$ cat src/rtl/tpp_pkg.sv
// Shared definitions for the TPP stage: instruction opcodes, FSM state
// encoding, and the bit layout of the 32-bit instruction slot.
package tpp_pkg;

  typedef enum logic [1:0] {
    ST_HDR  = 2'd0,  // beats before the instruction beat
    ST_INS  = 2'd1,  // instruction beat is at the FIFO head
    ST_EXEC = 2'd2,  // hop-memory beat is at the FIFO head, instruction pending
    ST_PASS = 2'd3   // rest of the packet flows through untouched
  } tpp_state_e;

  typedef enum logic [7:0] {
    OP_LOAD  = 8'd0,
    OP_STORE = 8'd2,
    OP_CAS   = 8'd4
  } tpp_opcode_e;

  // Instruction slot layout: {imm[15:0], addr[7:0], opcode[7:0]}
  localparam int INS_SLOT_WIDTH = 32;
  localparam int OPCODE_LSB     = 0;
  localparam int OPCODE_WIDTH   = 8;
  localparam int ADDR_LSB       = 8;
  localparam int ADDR_WIDTH     = 8;
  localparam int IMM_LSB        = 16;
  localparam int IMM_WIDTH      = 16;

  localparam int BEAT_CNT_WIDTH = 8;

  // Only these opcodes need the hop-memory beat; anything else skips to PASS.
  function automatic logic is_exec_opcode(input logic [OPCODE_WIDTH-1:0] op);
    return (op == OP_LOAD) || (op == OP_STORE) || (op == OP_CAS);
  endfunction

endpackage

$ cat src/rtl/fallthrough_small_fifo.sv
// Small first-word-fall-through FIFO: the head entry is always presented on
// dout while the FIFO is non-empty, so a word written in cycle N appears in
// cycle N+1. nearly_full asserts one entry before full.
module fallthrough_small_fifo #(
  parameter int WIDTH          = 72,
  parameter int MAX_DEPTH_BITS = 2
) (
  input  logic             clk,
  input  logic             reset,
  input  logic [WIDTH-1:0] din,
  input  logic             wr_en,
  input  logic             rd_en,
  output logic [WIDTH-1:0] dout,
  output logic             nearly_full,
  output logic             empty
);

  localparam int DEPTH = 1 << MAX_DEPTH_BITS;

  logic [WIDTH-1:0]          mem [DEPTH];
  logic [MAX_DEPTH_BITS-1:0] wr_ptr;
  logic [MAX_DEPTH_BITS-1:0] rd_ptr;
  logic [MAX_DEPTH_BITS:0]   count;
  logic                      do_wr;
  logic                      do_rd;

  assign do_wr       = wr_en && (count != (MAX_DEPTH_BITS+1)'(DEPTH));
  assign do_rd       = rd_en && !empty;
  assign empty       = (count == '0);
  assign nearly_full = (count >= (MAX_DEPTH_BITS+1)'(DEPTH - 1));
  assign dout        = mem[rd_ptr];

  // Storage array write port.
  // NOTE: the data array is deliberately not reset; only the pointers and
  // count define validity, and leaving the array out of reset keeps it plain RAM.
  always_ff @(posedge clk) begin
    if (do_wr) mem[wr_ptr] <= din;
  end

  // Pointer and occupancy bookkeeping.
  // NOTE: sequential state uses non-blocking assignments so every flop in the
  // design samples pre-edge values regardless of block ordering.
  always_ff @(posedge clk) begin
    if (reset) begin
      wr_ptr <= '0;
      rd_ptr <= '0;
      count  <= '0;
    end else begin
      if (do_wr) wr_ptr <= wr_ptr + 1'b1;
      if (do_rd) rd_ptr <= rd_ptr + 1'b1;
      case ({do_wr, do_rd})
        2'b10:   count <= count + 1'b1;
        2'b01:   count <= count - 1'b1;
        default: count <= count;
      endcase
    end
  end

endmodule

$ cat src/rtl/tpp_v2.sv
// TPP stage: buffers an AXI4-Stream packet and executes one tiny-packet-program
// instruction (LOAD / STORE / CAS) against a local register file, patching the
// hop-memory slot of the beat that follows the instruction beat.
module tpp_v2
  import tpp_pkg::*;
#(
  parameter int C_M_AXIS_DATA_WIDTH  = 256,
  parameter int C_S_AXIS_DATA_WIDTH  = C_M_AXIS_DATA_WIDTH,
  parameter int C_M_AXIS_TUSER_WIDTH = 128,
  parameter int C_S_AXIS_TUSER_WIDTH = C_M_AXIS_TUSER_WIDTH,
  parameter int NUM_REGS             = 8,
  parameter int REG_WIDTH            = 64,
  parameter int TPP_STAGE            = 0,
  parameter int INS_BEAT             = 2,
  parameter int FIFO_DEPTH_BITS      = 2,
  parameter logic [NUM_REGS-1:0]           REG_WRITE_PERMISSION = {NUM_REGS{1'b1}},
  parameter logic [NUM_REGS*REG_WIDTH-1:0] REG_DEFAULT          = '0
) (
  input  logic                                axi_aclk,
  input  logic                                axi_reset,

  input  logic [NUM_REGS*REG_WIDTH-1:0]       tpp_regs_in,
  output logic [NUM_REGS*REG_WIDTH-1:0]       tpp_regs_out,

  input  logic [C_S_AXIS_DATA_WIDTH-1:0]      s_axis_tdata,
  input  logic [C_S_AXIS_DATA_WIDTH/8-1:0]    s_axis_tstrb,
  input  logic [C_S_AXIS_TUSER_WIDTH-1:0]     s_axis_tuser,
  input  logic                                s_axis_tvalid,
  input  logic                                s_axis_tlast,
  output logic                                s_axis_tready,

  output logic [C_M_AXIS_DATA_WIDTH-1:0]      m_axis_tdata,
  output logic [C_M_AXIS_DATA_WIDTH/8-1:0]    m_axis_tstrb,
  output logic [C_M_AXIS_TUSER_WIDTH-1:0]     m_axis_tuser,
  output logic                                m_axis_tvalid,
  output logic                                m_axis_tlast,
  input  logic                                m_axis_tready,

  output logic [31:0]                         cas_fail_count
);

  localparam int STRB_WIDTH = C_S_AXIS_DATA_WIDTH / 8;
  localparam int FIFO_WIDTH = C_S_AXIS_DATA_WIDTH + STRB_WIDTH + C_S_AXIS_TUSER_WIDTH + 1;
  localparam int REG_AW     = $clog2(NUM_REGS);
  localparam int INS_LSB    = TPP_STAGE * INS_SLOT_WIDTH;
  localparam int HOP_LSB    = TPP_STAGE * REG_WIDTH;
  // With the instruction on beat 0 there are no header beats to skip.
  localparam tpp_state_e FIRST_STATE = (INS_BEAT == 0) ? ST_INS : ST_HDR;

  // ---------------------------------------------------------------- input FIFO
  logic [FIFO_WIDTH-1:0]           fifo_din;
  logic [FIFO_WIDTH-1:0]           fifo_dout;
  logic                            fifo_empty;
  logic                            fifo_nearly_full;
  logic                            fifo_wr;
  logic                            handshake;

  logic [C_S_AXIS_DATA_WIDTH-1:0]  in_data;
  logic [STRB_WIDTH-1:0]           in_strb;
  logic [C_S_AXIS_TUSER_WIDTH-1:0] in_user;
  logic                            in_last;

  assign fifo_din      = {s_axis_tlast, s_axis_tuser, s_axis_tstrb, s_axis_tdata};
  assign s_axis_tready = !fifo_nearly_full && !axi_reset;
  assign fifo_wr       = s_axis_tvalid && s_axis_tready;

  fallthrough_small_fifo #(
    .WIDTH          (FIFO_WIDTH),
    .MAX_DEPTH_BITS (FIFO_DEPTH_BITS)
  ) u_in_fifo (
    .clk         (axi_aclk),
    .reset       (axi_reset),
    .din         (fifo_din),
    .wr_en       (fifo_wr),
    .rd_en       (handshake),
    .dout        (fifo_dout),
    .nearly_full (fifo_nearly_full),
    .empty       (fifo_empty)
  );

  assign {in_last, in_user, in_strb, in_data} = fifo_dout;

  assign m_axis_tvalid = !fifo_empty && !axi_reset;
  assign handshake     = m_axis_tvalid && m_axis_tready;
  assign m_axis_tstrb  = in_strb;
  assign m_axis_tuser  = in_user;
  assign m_axis_tlast  = in_last;

  // ---------------------------------------------------------------- state
  tpp_state_e                 state_q, state_d;
  logic [BEAT_CNT_WIDTH-1:0]  beat_q;
  logic [OPCODE_WIDTH-1:0]    opcode_q;
  logic [REG_AW-1:0]          addr_q;
  logic [IMM_WIDTH-1:0]       imm_q;
  logic [REG_WIDTH-1:0]       regs_q [NUM_REGS];

  logic [REG_WIDTH-1:0]       hop_slot;
  logic [REG_WIDTH-1:0]       cur_reg;
  logic                       cas_match;
  logic                       reg_we;
  logic                       cas_fail;
  logic [C_M_AXIS_DATA_WIDTH-1:0] out_data;

  assign hop_slot  = in_data[HOP_LSB +: REG_WIDTH];
  assign cur_reg   = regs_q[addr_q];
  assign cas_match = (cur_reg[IMM_WIDTH-1:0] == imm_q);

  // Instruction execution: patch the hop slot and raise write/fail strobes.
  // Strobes are qualified by the handshake so a stalled beat has no side effect.
  // NOTE: every output of this block gets a default first, so no path can
  // leave a signal unassigned and infer a latch.
  always_comb begin
    out_data = in_data;
    reg_we   = 1'b0;
    cas_fail = 1'b0;
    if (state_q == ST_EXEC) begin
      case (opcode_q)
        OP_LOAD:  out_data[HOP_LSB +: REG_WIDTH] = cur_reg;
        OP_STORE: reg_we = handshake;
        OP_CAS: begin
          if (cas_match) begin
            out_data[HOP_LSB +: REG_WIDTH] = cur_reg;
            reg_we = handshake;
          end else begin
            cas_fail = handshake;
          end
        end
        default: ;
      endcase
    end
  end

  assign m_axis_tdata = out_data;

  // Next-state logic: advances only on an output handshake; tlast always restarts.
  always_comb begin
    state_d = state_q;
    if (handshake) begin
      if (in_last) begin
        state_d = FIRST_STATE;
      end else begin
        case (state_q)
          ST_HDR:  if (beat_q == BEAT_CNT_WIDTH'(INS_BEAT - 1)) state_d = ST_INS;
          ST_INS:  state_d = is_exec_opcode(in_data[INS_LSB + OPCODE_LSB +: OPCODE_WIDTH])
                             ? ST_EXEC : ST_PASS;
          ST_EXEC: state_d = ST_PASS;
          default: ;
        endcase
      end
    end
  end

  // State register, saturating beat counter and latched instruction fields.
  always_ff @(posedge axi_aclk) begin
    if (axi_reset) begin
      state_q  <= FIRST_STATE;
      beat_q   <= '0;
      opcode_q <= '0;
      addr_q   <= '0;
      imm_q    <= '0;
    end else begin
      state_q <= state_d;
      if (handshake) begin
        if (in_last)                beat_q <= '0;
        else if (beat_q != '1)      beat_q <= beat_q + 1'b1;
      end
      if (handshake && state_q == ST_INS) begin
        opcode_q <= in_data[INS_LSB + OPCODE_LSB +: OPCODE_WIDTH];
        addr_q   <= in_data[INS_LSB + ADDR_LSB   +: REG_AW];
        imm_q    <= in_data[INS_LSB + IMM_LSB    +: IMM_WIDTH];
      end
    end
  end

  // Register file: read-only registers mirror tpp_regs_in; writable ones take
  // STORE/CAS results.
  always_ff @(posedge axi_aclk) begin
    if (axi_reset) begin
      for (int i = 0; i < NUM_REGS; i++) regs_q[i] <= REG_DEFAULT[i*REG_WIDTH +: REG_WIDTH];
    end else begin
      for (int i = 0; i < NUM_REGS; i++) begin
        if (!REG_WRITE_PERMISSION[i])
          regs_q[i] <= tpp_regs_in[i*REG_WIDTH +: REG_WIDTH];
        else if (reg_we && addr_q == REG_AW'(i))
          regs_q[i] <= hop_slot;
      end
    end
  end

  // Failed compare-and-swap counter, wraps naturally at 2^32.
  always_ff @(posedge axi_aclk) begin
    if (axi_reset)     cas_fail_count <= '0;
    else if (cas_fail) cas_fail_count <= cas_fail_count + 32'd1;
  end

  // Flatten the register file onto the output bus.
  always_comb begin
    for (int i = 0; i < NUM_REGS; i++) tpp_regs_out[i*REG_WIDTH +: REG_WIDTH] = regs_q[i];
  end

  // tpp_regs_in is only consumed for read-only registers; fold the rest here.
  logic unused_regs_in;
  assign unused_regs_in = ^tpp_regs_in;

endmodule

$ cat config.mk
export PLATFORM = sky130hd
export DESIGN_NAME = tpp_v2
export DESIGN_NICKNAME = d
export VERILOG_FILES = /design/src/rtl/tpp_pkg.sv /design/src/rtl/fallthrough_small_fifo.sv /design/src/rtl/tpp_v2.sv
export SDC_FILE = /design/constraint.sdc
export NUM_CORES = 2
export LEC_CHECK = 0
export CORE_AREA = 4 4 742 744
export DETAILED_ROUTE_END_ITERATION = 16
export DIE_AREA = 0 0 746 748
export DONT_BUFFER_PORTS = 1
export PLACE_DENSITY = 0.3
export SETUP_SLACK_MARGIN = 0.5
export SKIP_LAST_GASP = 1
export SLEW_MARGIN = 0
export SYNTH_ARGS = -nofsm -noshare
export SYNTH_HDL_FRONTEND = slang
export SYNTH_SLANG_ARGS = --single-unit
$ cat constraint.sdc
create_clock -name axi_aclk -period 15.55 [get_ports axi_aclk]
set_clock_uncertainty 0.05 [all_clocks]
set_input_delay 3.11 -clock axi_aclk [delete_from_list [all_inputs] [get_ports axi_aclk]]
set_output_delay 3.11 -clock axi_aclk [all_outputs]
set_load 0.02 [all_outputs]
==> reports/metrics.cfg <==
[worst_setup_path]
worstPathArrival_ns = 7.53
worst_r2r_endpoint = regs_q[6][23]
reg2reg_setup_slack_ns = 8.31
crit_top_cell = buf_4
crit_slowest_cell = dfxtp_4
critPathCapture = m_axis_tdata[0]
critical_path.top_delay_family = simple AND/OR/NAND/NOR gates
crit_cells = 11
path_cells = nand2_1 -> buf_4 -> o22ai_1 -> or3_1 -> nand4_1 -> nor4_4 -> buf_4 -> and2_1 -> o21a_4 -> buf_4 -> mux2i_1
crit_path_end_kind = output pin
rr_worst_depth = 12
slowest_delay_ns = 0.96
crit_buf_inv = 3
crit_type = reg2out
cp.required_ns = 12.39
startpoint_type = register
path_max_fanout = 52

[logic_synthesis]
syn_area_um2 = 89300
synth_edf_count = 2180
syn_area_per_cell_um2 = 20.0
yosys_warnings = 0
async_reset_ff_share_pct = 0
synthCells = 4469
ys.flop_type = edfxtp_1
ys_types = 53
syn-num-nets = 5414
yosys_register_bits = 2261
synth_seq_area_share_pct = 75.1

[power]
p_comb_share_pct = 6.5
p_clk_share_pct = 44.2
p_sw_uw = 3620
p_int_uw = 10900
powerDensity_nw_per_um2 = 138
switching_share_pct = 25.0
leakage_uw = 0.0311
pwr-share-seq_pct = 49.3
peakVddDrop_uv = 85.5

[timing]
setup_viol = 0
rsz0062_at_grt = false
fin_crit_sh_pct = 68.8
tightest_slew_ns = 1.17
fin_tns_setup_ns = 0
max_slew_margin_pct = 19.7
slew_viol_final = 0
finalHoldViolCount = 0
fin_crit_ns = 10.69
max_freq_mhz = 93.5

[status]
status = finished clean

[finish]
layout_common_cells = edfxtp_1 (2180), mux4_2 (519), clkbuf_16 (289), nor2_1 (279), mux2_2 (162)
fin_cells = 11800
final_common_cell = edfxtp_1
num-nets-final = 5235
syn_to_final_growth_pct = 17.3
drive_above_1_share_pct = 27.5

[clock_tree]
clk_latency_ns = 0.94
post_cts_resized = 0
cts_sinks = 2261
cts_tree = yes
post-cts-setup-buffers = 0
path_clk_slew_ns = 0.06
root_buffer = clkbuf_16
cts_buffers = 287
h-tree-depth = 5
cts_buffer_depth = 4
hold_buffers = 0

[grt]
globalRoute.totalOverflow = 0
grt_max_degree = 147
antenna_found_initial = 35
grt_pass1_wl_mm = 495
grt_pass1_vias = 44300
grt_util_all_layers_pct = 13.5

[floorplanning]
core_um2 = 544000
die_w_um = 746
row_count = 271
initial_core_util_pct = 16.4
die_h_um = 748
pin_count = 1896
die_area_um2 = 558000

[place]
hpwl_mm = 286
placedCellCount = 11200
gp_routability_congestion = 0.864
numPortBuffers = 0

[hold_path]
min_path_type = reg2reg
min_path_cells = 2

[routing]
finalWirelength_mm = 390
drcViolationCount = 0
firstDrtPassIters = 5
viasPerCell = 3.57
drtIter0Drc = 2838
via_count = 42000
post_drt_wl_per_cell_um = 33.1
postRouteAntennaNets = 0

[run]
cap_violations = 0

cell usage after synthesis, drive strengths merged (3+ instances only):
cell type / n / area, um2
or2: 5 / 31.3
mux4: 519 / 11700
nand2b: 74 / 463
and3: 12 / 75.1
a2111oi: 14 / 123
inv: 89 / 334
nor4: 4 / 46.3
o22ai: 26 / 163
nor3: 70 / 390
or3: 16 / 100
o21ai: 18 / 90.1
dfxtp: 81 / 1620
and2: 69 / 432
buf: 459 / 3240
nor2: 316 / 1280
clkbuf: 109 / 409
xnor2: 27 / 236
ha: 11 / 138
xor2: 11 / 96.3
nor2b: 3 / 18.8
mux2i: 8 / 92.6
nand2: 76 / 285
edfxtp: 2180 / 65500
and4: 4 / 35.0
a21oi: 40 / 200
nand4: 15 / 93.8
a31o: 3 / 26.3
nand3: 20 / 100
o21bai: 3 / 22.5
a211oi: 10 / 75.1
mux2: 162 / 1820
worst min-delay path, stage by stage (launching register included):
cell     delay, ns
dfxtp_1       0.31
nand2_1       0.05
a21oi_1       0.05
per-stage QoR:
stage / instance area [um2] / utilization, % / hold WS, ns / total power [uW] / worst slack [ns]
finish: 105000 / 19.3 / 0.414 / 14500 / 4.86
global route: 105000 / 19.3 / 0.433 / 15100 / 4.34
CTS: 105000 / 19.3 / 0.409 / 14800 / 4.15
detailed placement: 95800 / 17.6 / 0.401 / 8250 / 5.27
global placement: 95800 / 17.6 / 0.415 / 8250 / 5.26
floorplan: 89300 / - / 0.386 / 7910 / 0.964
area by class of cell:
class,instances,area (um2)
Fill cell,57600,439000
Clock inverter,142,1410
Antenna cell,32,80.1
Timing Repair Buffer,100,888
Multi-Input combinational cell,1551,18400
Clock buffer,357,7510
Sequential cell,2261,67100
Tap cell,7234,9050
Inverter,89,334
routing by layer:
layer,wire length [um],track usage [%]
met5,79,0
met4,12200,4.11
met3,55400,8.71
met2,200000,24.2
met1,122000,12.3
power by group through the flow:
stage          clock network, uW  registers (uW)  logic (uW)
2_1_floorplan                  0            7210         703
3_3_place_gp                   0            7260         988
3_5_place_dp                   0            7270         983
4_1_cts                     6660            7140         986
5_1_grt                     6910            7140         998
6_report                    6400            7140         935
flip-flops by register name, indices dropped and copies added (netlist names), 3 cells and up, named ones only:
signal	cells
addr_q	3
beat_q	8
cas_fail_count	32
imm_q	16
opcode_q	8
regs_q	512
u_in_fifo.count	3
u_in_fifo.mem	1668
how the worst min path moves through the flow:
stage           startpoint     endpoint
5_1_grt        opcode_q[4]  opcode_q[4]
2_1_floorplan  opcode_q[3]  opcode_q[3]
6_report       opcode_q[3]  opcode_q[3]
4_1_cts        opcode_q[3]  opcode_q[3]
3_3_place_gp     imm_q[13]    imm_q[13]
3_5_place_dp   opcode_q[3]  opcode_q[3]
cell families after synthesis:
| family | synth area share, % |
|---|---|
| AND/OR/NAND/NOR | 3.82 |
| adder cells (fa/ha/maj) | 0.176 |
| AO/OA/AOI/OAI | 0.846 |
| multiplexers | 15.2 |
| XOR/XNOR | 0.373 |
| flip-flops | 75.1 |
| buffers and inverters | 4.46 |
(Power assumes the default switching activity.)
